$ cat config.mk
export PLATFORM = sky130hd
export DESIGN_NAME = load_hazard_tracker
export DESIGN_NICKNAME = d
export VERILOG_FILES = /design/src/rtl/load_hazard_tracker_pkg.sv /design/src/rtl/load_hazard_tracker_sat_counter.sv /design/src/rtl/load_hazard_tracker.sv
export SDC_FILE = /design/constraint.sdc
export NUM_CORES = 1
export LEC_CHECK = 0
export BUFFER_PORTS_ARGS = -buffer_cell sky130_fd_sc_hd__buf_2
export CORE_MARGIN = 2
export CORE_UTILIZATION = 53
export CTS_CLUSTER_DIAMETER = 60
export CTS_CLUSTER_SIZE = 10
export DETAILED_ROUTE_END_ITERATION = 8
export PLACE_DENSITY = 0.89
export SETUP_SLACK_MARGIN = 0.2
export SLEW_MARGIN = 40
export SYNTH_ARGS = -nofsm -noshare
export SYNTH_HDL_FRONTEND = slang
export SYNTH_SLANG_ARGS = --single-unit
$ cat constraint.sdc
create_clock -name clk -period 2.7 [get_ports clk]
set_clock_uncertainty 0.05 [all_clocks]
set_input_delay 0.135 -clock clk [delete_from_list [all_inputs] [get_ports clk]]
set_output_delay 0.135 -clock clk [all_outputs]
set_load 0.03 [all_outputs]
$ cat src/rtl/load_hazard_tracker_pkg.sv
// Shared types for the load-use hazard tracker: register index type,
// tracked-load slot record and the slot hit test.
package load_hazard_tracker_pkg;

  // Register index width of the rv32i register file.
  localparam int unsigned RV32I_REG_W = 5;

  typedef logic [RV32I_REG_W-1:0] rv32i_reg;

  // x0 is hardwired to zero, so loads targeting it never create a hazard.
  localparam rv32i_reg HAZ_REG_ZERO = 5'd0;

  // One tracked load in a pipeline stage.
  // done marks that the load data has returned and can be forwarded.
  // The EX slot never sets done.
  typedef struct packed {
    logic     v;
    rv32i_reg rd;
    logic     done;
  } load_slot_t;

  localparam load_slot_t LOAD_SLOT_EMPTY = '{v: 1'b0, rd: 5'd0, done: 1'b0};

  // A source register depends on a slot when the slot holds a load
  // whose data is not yet available and whose rd matches a non-zero source.
  function automatic logic slot_hit(input load_slot_t slot, input rv32i_reg src);
    slot_hit = slot.v & ~slot.done & (slot.rd == src) & (src != HAZ_REG_ZERO);
  endfunction

endpackage : load_hazard_tracker_pkg

$ cat src/rtl/load_hazard_tracker_sat_counter.sv
// Saturating up-counter. It increments by one per clock while inc is high
// and sticks at all-ones. It is reusable for any performance event.
module sat_counter #(
  parameter int unsigned WIDTH = 32
) (
  input  logic             clk,
  input  logic             rst_n,
  input  logic             inc,
  output logic [WIDTH-1:0] count
);

  localparam logic [WIDTH-1:0] CNT_ONE = {{(WIDTH-1){1'b0}}, 1'b1};
  localparam logic [WIDTH-1:0] CNT_MAX = {WIDTH{1'b1}};

  logic [WIDTH-1:0] cnt_d;
  logic [WIDTH-1:0] cnt_q;

  // Next count: step on inc unless already saturated.
  always_comb begin
    cnt_d = cnt_q;
    if (inc && (cnt_q != CNT_MAX)) begin
      cnt_d = cnt_q + CNT_ONE;
    end else begin
      cnt_d = cnt_q;
    end
  end

  // Count register with asynchronous clear.
  always_ff @(posedge clk or negedge rst_n) begin
    if (!rst_n) begin
      cnt_q <= {WIDTH{1'b0}};
    end else begin
      cnt_q <= cnt_d;
    end
  end

  assign count = cnt_q;

endmodule : sat_counter

$ cat src/rtl/load_hazard_tracker.sv
// Load-use hazard tracker. It follows loads through EX and MEM and stalls ID
// whenever an ID source register needs load data that cannot be forwarded yet.
// When this block does not stall, whatever the forwarding mux picks from
// MEM/WB is valid.
module load_hazard_tracker
  import load_hazard_tracker_pkg::*;
#(
  parameter int unsigned REG_ADDR_W = 5,
  parameter int unsigned CNT_W      = 32
) (
  input  logic                  clk,
  input  logic                  rst_n,
  input  logic [REG_ADDR_W-1:0] id_rs1,
  input  logic [REG_ADDR_W-1:0] id_rs2,
  input  logic                  id_use_rs1,
  input  logic                  id_use_rs2,
  input  logic [REG_ADDR_W-1:0] id_rd,
  input  logic                  id_is_load,
  input  logic                  id_advance,
  input  logic                  ex_advance,
  input  logic                  mem_advance,
  input  logic                  dmem_resp,
  input  logic                  flush,
  output logic                  stall_id,
  output logic                  ex_load_pending,
  output logic                  mem_load_pending,
  output logic [CNT_W-1:0]      stall_cycles
);

  load_slot_t ex_d;
  load_slot_t ex_q;
  load_slot_t mem_d;
  load_slot_t mem_q;

  rv32i_reg rs1_c;
  rv32i_reg rs2_c;
  rv32i_reg rd_c;
  logic     hit_rs1_c;
  logic     hit_rs2_c;
  logic     stall_c;

  assign rs1_c = rv32i_reg'(id_rs1);
  assign rs2_c = rv32i_reg'(id_rs2);
  assign rd_c  = rv32i_reg'(id_rd);

  // Stall decision. It is combinational so that ID holds in the same cycle
  // that the dependency becomes visible. Flush always wins because the ID
  // instruction is being squashed anyway.
  always_comb begin
    hit_rs1_c = slot_hit(ex_q, rs1_c) | slot_hit(mem_q, rs1_c);
    hit_rs2_c = slot_hit(ex_q, rs2_c) | slot_hit(mem_q, rs2_c);
    stall_c   = 1'b0;
    if (flush) begin
      stall_c = 1'b0;
    end else begin
      stall_c = (id_use_rs1 & hit_rs1_c) | (id_use_rs2 & hit_rs2_c);
    end
  end

  // MEM slot next state. An ex_advance always overwrites the slot, because
  // the pipeline only advances EX when MEM is vacating. A dmem_resp that
  // coincides with ex_advance belongs to the departing load, which WB
  // forwarding covers, so the incoming entry starts with done clear.
  always_comb begin
    mem_d = mem_q;
    if (ex_advance) begin
      mem_d = '{v: ex_q.v, rd: ex_q.rd, done: 1'b0};
    end else if (mem_advance) begin
      mem_d = LOAD_SLOT_EMPTY;
    end else if (dmem_resp && mem_q.v) begin
      mem_d.done = 1'b1;
    end else begin
      mem_d = mem_q;
    end
  end

  // EX slot next state. Flush squashes the slot. A new instruction enters
  // only when ID really advances. Otherwise a departing EX leaves a bubble.
  // Loads to x0 are dropped here, even if the decoder flags them.
  always_comb begin
    ex_d = ex_q;
    if (flush) begin
      ex_d = LOAD_SLOT_EMPTY;
    end else if (id_advance && !stall_c) begin
      ex_d = '{v: id_is_load & (rd_c != HAZ_REG_ZERO), rd: rd_c, done: 1'b0};
    end else if (ex_advance) begin
      ex_d.v = 1'b0;
    end else begin
      ex_d = ex_q;
    end
  end

  // Slot registers, cleared asynchronously.
  always_ff @(posedge clk or negedge rst_n) begin
    if (!rst_n) begin
      ex_q  <= LOAD_SLOT_EMPTY;
      mem_q <= LOAD_SLOT_EMPTY;
    end else begin
      ex_q  <= ex_d;
      mem_q <= mem_d;
    end
  end

  // Count every cycle spent stalling ID.
  sat_counter #(
    .WIDTH (CNT_W)
  ) u_stall_cnt (
    .clk   (clk),
    .rst_n (rst_n),
    .inc   (stall_c),
    .count (stall_cycles)
  );

  assign stall_id         = stall_c;
  assign ex_load_pending  = ex_q.v;
  assign mem_load_pending = mem_q.v & ~mem_q.done;

endmodule : load_hazard_tracker

==> results.txt <==
DR iter-0 viols - 124
number of fill cells - 350
M3 GR Usage - 3.33%
vias in the first global route - 1,993
Peak Freq - 0.414 GHz
post-route ant nets - 0
Slew HR - 62.6%
startpoint type of the worst setup path - flop
run status - completed
worst setup margin - 0.284 ns
RSZ-0062 raised after global routing - false
clock sink count - 45
# Post-CTS Setup Buffers - 0
grt total ovfl - 0
CTS tree - built
Tot GR Track Use - 22.0%
vias per inst - 5.75
synthesized flop and latch total - 45
CP endpoint kind - output pin
Synth Warn # - 0
# IOs - 60
ratio of cells with drive above 1 in the final layout - 24.8%
busiest grt layer - met2
Residual DRC - 0
Worst Hold Class - in2reg
worst-margin pin slew - 0.556 ns
Initial Util - 55.9%
Chip Height - 72.2 um
async set-or-reset flop fraction in the synthesized netlist - 100%
first-pass GRT wire length - 8940 um
met2 Track Usage GR - 37.4%
# setup viols final - 0
Avg Cell Area, Syn - 10.1 um^2
crit path max fanout - 14
H-tree depth - 2
Clk pin slew, worst setup/hold paths - 0.08 ns
number of clock buffers inserted by TritonCTS - 5
row count - 24
M1 GR Usage - 28.4%
core area - 0.00441 mm^2
class of the most critical setup path - reg2out
Netlist cell types - 34
Post-Route WL - 5410 um
CTS root buffer - clkbuf_8
WL per Instance - 15.1 um
number of enable flip-flop cells after synthesis - 0
Post-Syn Instances - 244
Placed Area - 0.00280 mm^2
Placed Cells - 351
number of diodes - 0
FF+latch area - 0.00113 mm^2
routed via count - 2,065
area of the multi-input gates - 0.00127 mm^2
mapped cell area - 0.00247 mm^2
placed wire-length estimate - 4000 um
nets@finish - 333
worst path required time - 2.52 ns
gpl congestion - 0.916
Die Wd - 72.2 um
Peak supply drop - 318 uV
full die area - 0.00522 mm^2
Post-Syn Nets - 270
final instance area - 0.00292 mm^2
Static Leakage - 1.39 nW
most common cell after layout, fill and taps aside - buf_2
synth-to-layout area growth - 18.4%
Max Root-Sink Buffers - 2
top_reg_cell synth - dfrtp_1
Place WS - 0.494 ns
Max-Cap Viols - 0
Final Hold Fails - 0
fin crit share - 89.5%
max-slew violation count - 0
setup tns final - 0 ns
TritonRoute pass-1 iters - 4
Power Density - 449 mW/mm^2
clk_lat worst skew - 0.29 ns
final non-filler cell total - 359
buffers added on ports - 59
Final Critical Period - 2.42 ns
commonest non-fill, non-tap cells in the layout - buf_2 (58), dfrtp_1 (45), xnor2_1 (33)
antenna violations before repair - 0
largest net degree at the start of global routing - 46
Seq/Total Area, Yosys - 45.7%
Crit path arrival time - 2.23 ns
## state kept, by name, summed over array words and instances (netlist names)
signal	count
u_stall_cnt.count	32
mem_q	7
ex_load_pending	1
ex_q	5
## power by group
| group | internal (mW) | switching, mW |
|---|---|---|
| clock | 0.269 | 0.213 |
| combinational | 0.0504 | 0.0718 |
| sequential | 0.688 | 0.0183 |
## kinds of logic (layout without fill, tap and decap cells)
| logic type | Yosys count | in the layout | synth area share [%] |
|---|---|---|---|
| AOI/OAI and AO/OA | 15 | 15 | 4.67 |
| DFF | 45 | 45 | 45.7 |
| buffers and inverters | 10 | 73 | 2.64 |
| xor gates and xnor gates | 51 | 51 | 18.1 |
| and+or+nand+nor | 116 | 116 | 25.8 |
| muxes | 6 | 6 | 2.64 |
| adders and majority gates | 1 | 1 | 0.507 |
## cell type report
type                    instances  area share [%]
clock inverters                 2            1.20
repair buffers                 64            11.7
flip-flops and latches         45            38.6
clock buffers                   5            2.36
inverters                       2           0.257
multi-input cells             189            43.7
well taps                      52            2.23
## through the flow
step | utilization, % | hold slack, ns | total power, mW
finish | 66.1 | 0.0317 | 1.31
global route | 66.1 | 0.0423 | 1.37
CTS | 66.0 | 0.0314 | 1.33
detailed placement | 63.5 | 0.111 | 0.842
global placement | 63.4 | 0.286 | 0.841
floorplan | - | -0.211 | 0.784
## critical path, cell delays in order, from the launching register on
cell     delay (ns)
dfrtp_1        0.45
xor2_1         0.20
nor4_2         0.26
a32oi_1        0.21
o32ai_4        0.40
buf_6          0.21
buf_2          0.21
## worst paths after layout
| kind | startpoint | cells past startpoint | slack (ns) | endpoint |
|---|---|---|---|---|
| max | ex_q[4] | 6 | 0.28 | stall_id |
| min | mem_advance | 2 | 0.03 | mem_q[0] |
| max reg2reg | ex_q[4] | 7 | 0.46 | u_stall_cnt.count[27] |
| min reg2reg | u_stall_cnt.count[6] | 1 | 0.46 | u_stall_cnt.count[6] |
| max in group asynchronous | rst_n | 2 | 1.91 | u_stall_cnt.count[4] |
| min in group asynchronous | rst_n | 2 | 0.32 | u_stall_cnt.count[30] |
## synthesized netlist by cell type (all sizes together) (3+ instances only)
cell    number  area share, %
nor3         7            1.6
o21ai        9            1.8
nand2       14            2.1
xor2        18            6.4
and3        13            3.3
xnor2       33             12
buf          7            2.2
nand2b       7            1.8
nor4         6            1.8
dfrtp       45             46
nand3       28            5.7
or4          3           0.91
nand4       15            3.8
mux2i        5            2.0
nor2        13            2.0
## metal layers
layer	share of wire [%]	up-vias	routed length (um)
met3	5.0	9	270
met1	44	1002	2410
li1	-	991	-
met4	1.6	0	84
met5	0	-	0
met2	49	63	2650
## timing repair
item / in CTS / in global routing
resized for setup: 0 / 1
endpoints found under the setup margin: 0 / 1
endpoints found under the hold margin: 45 / 0
hold buffers: 1 / 0
Note: power is estimated with default switching activity, not from simulation.
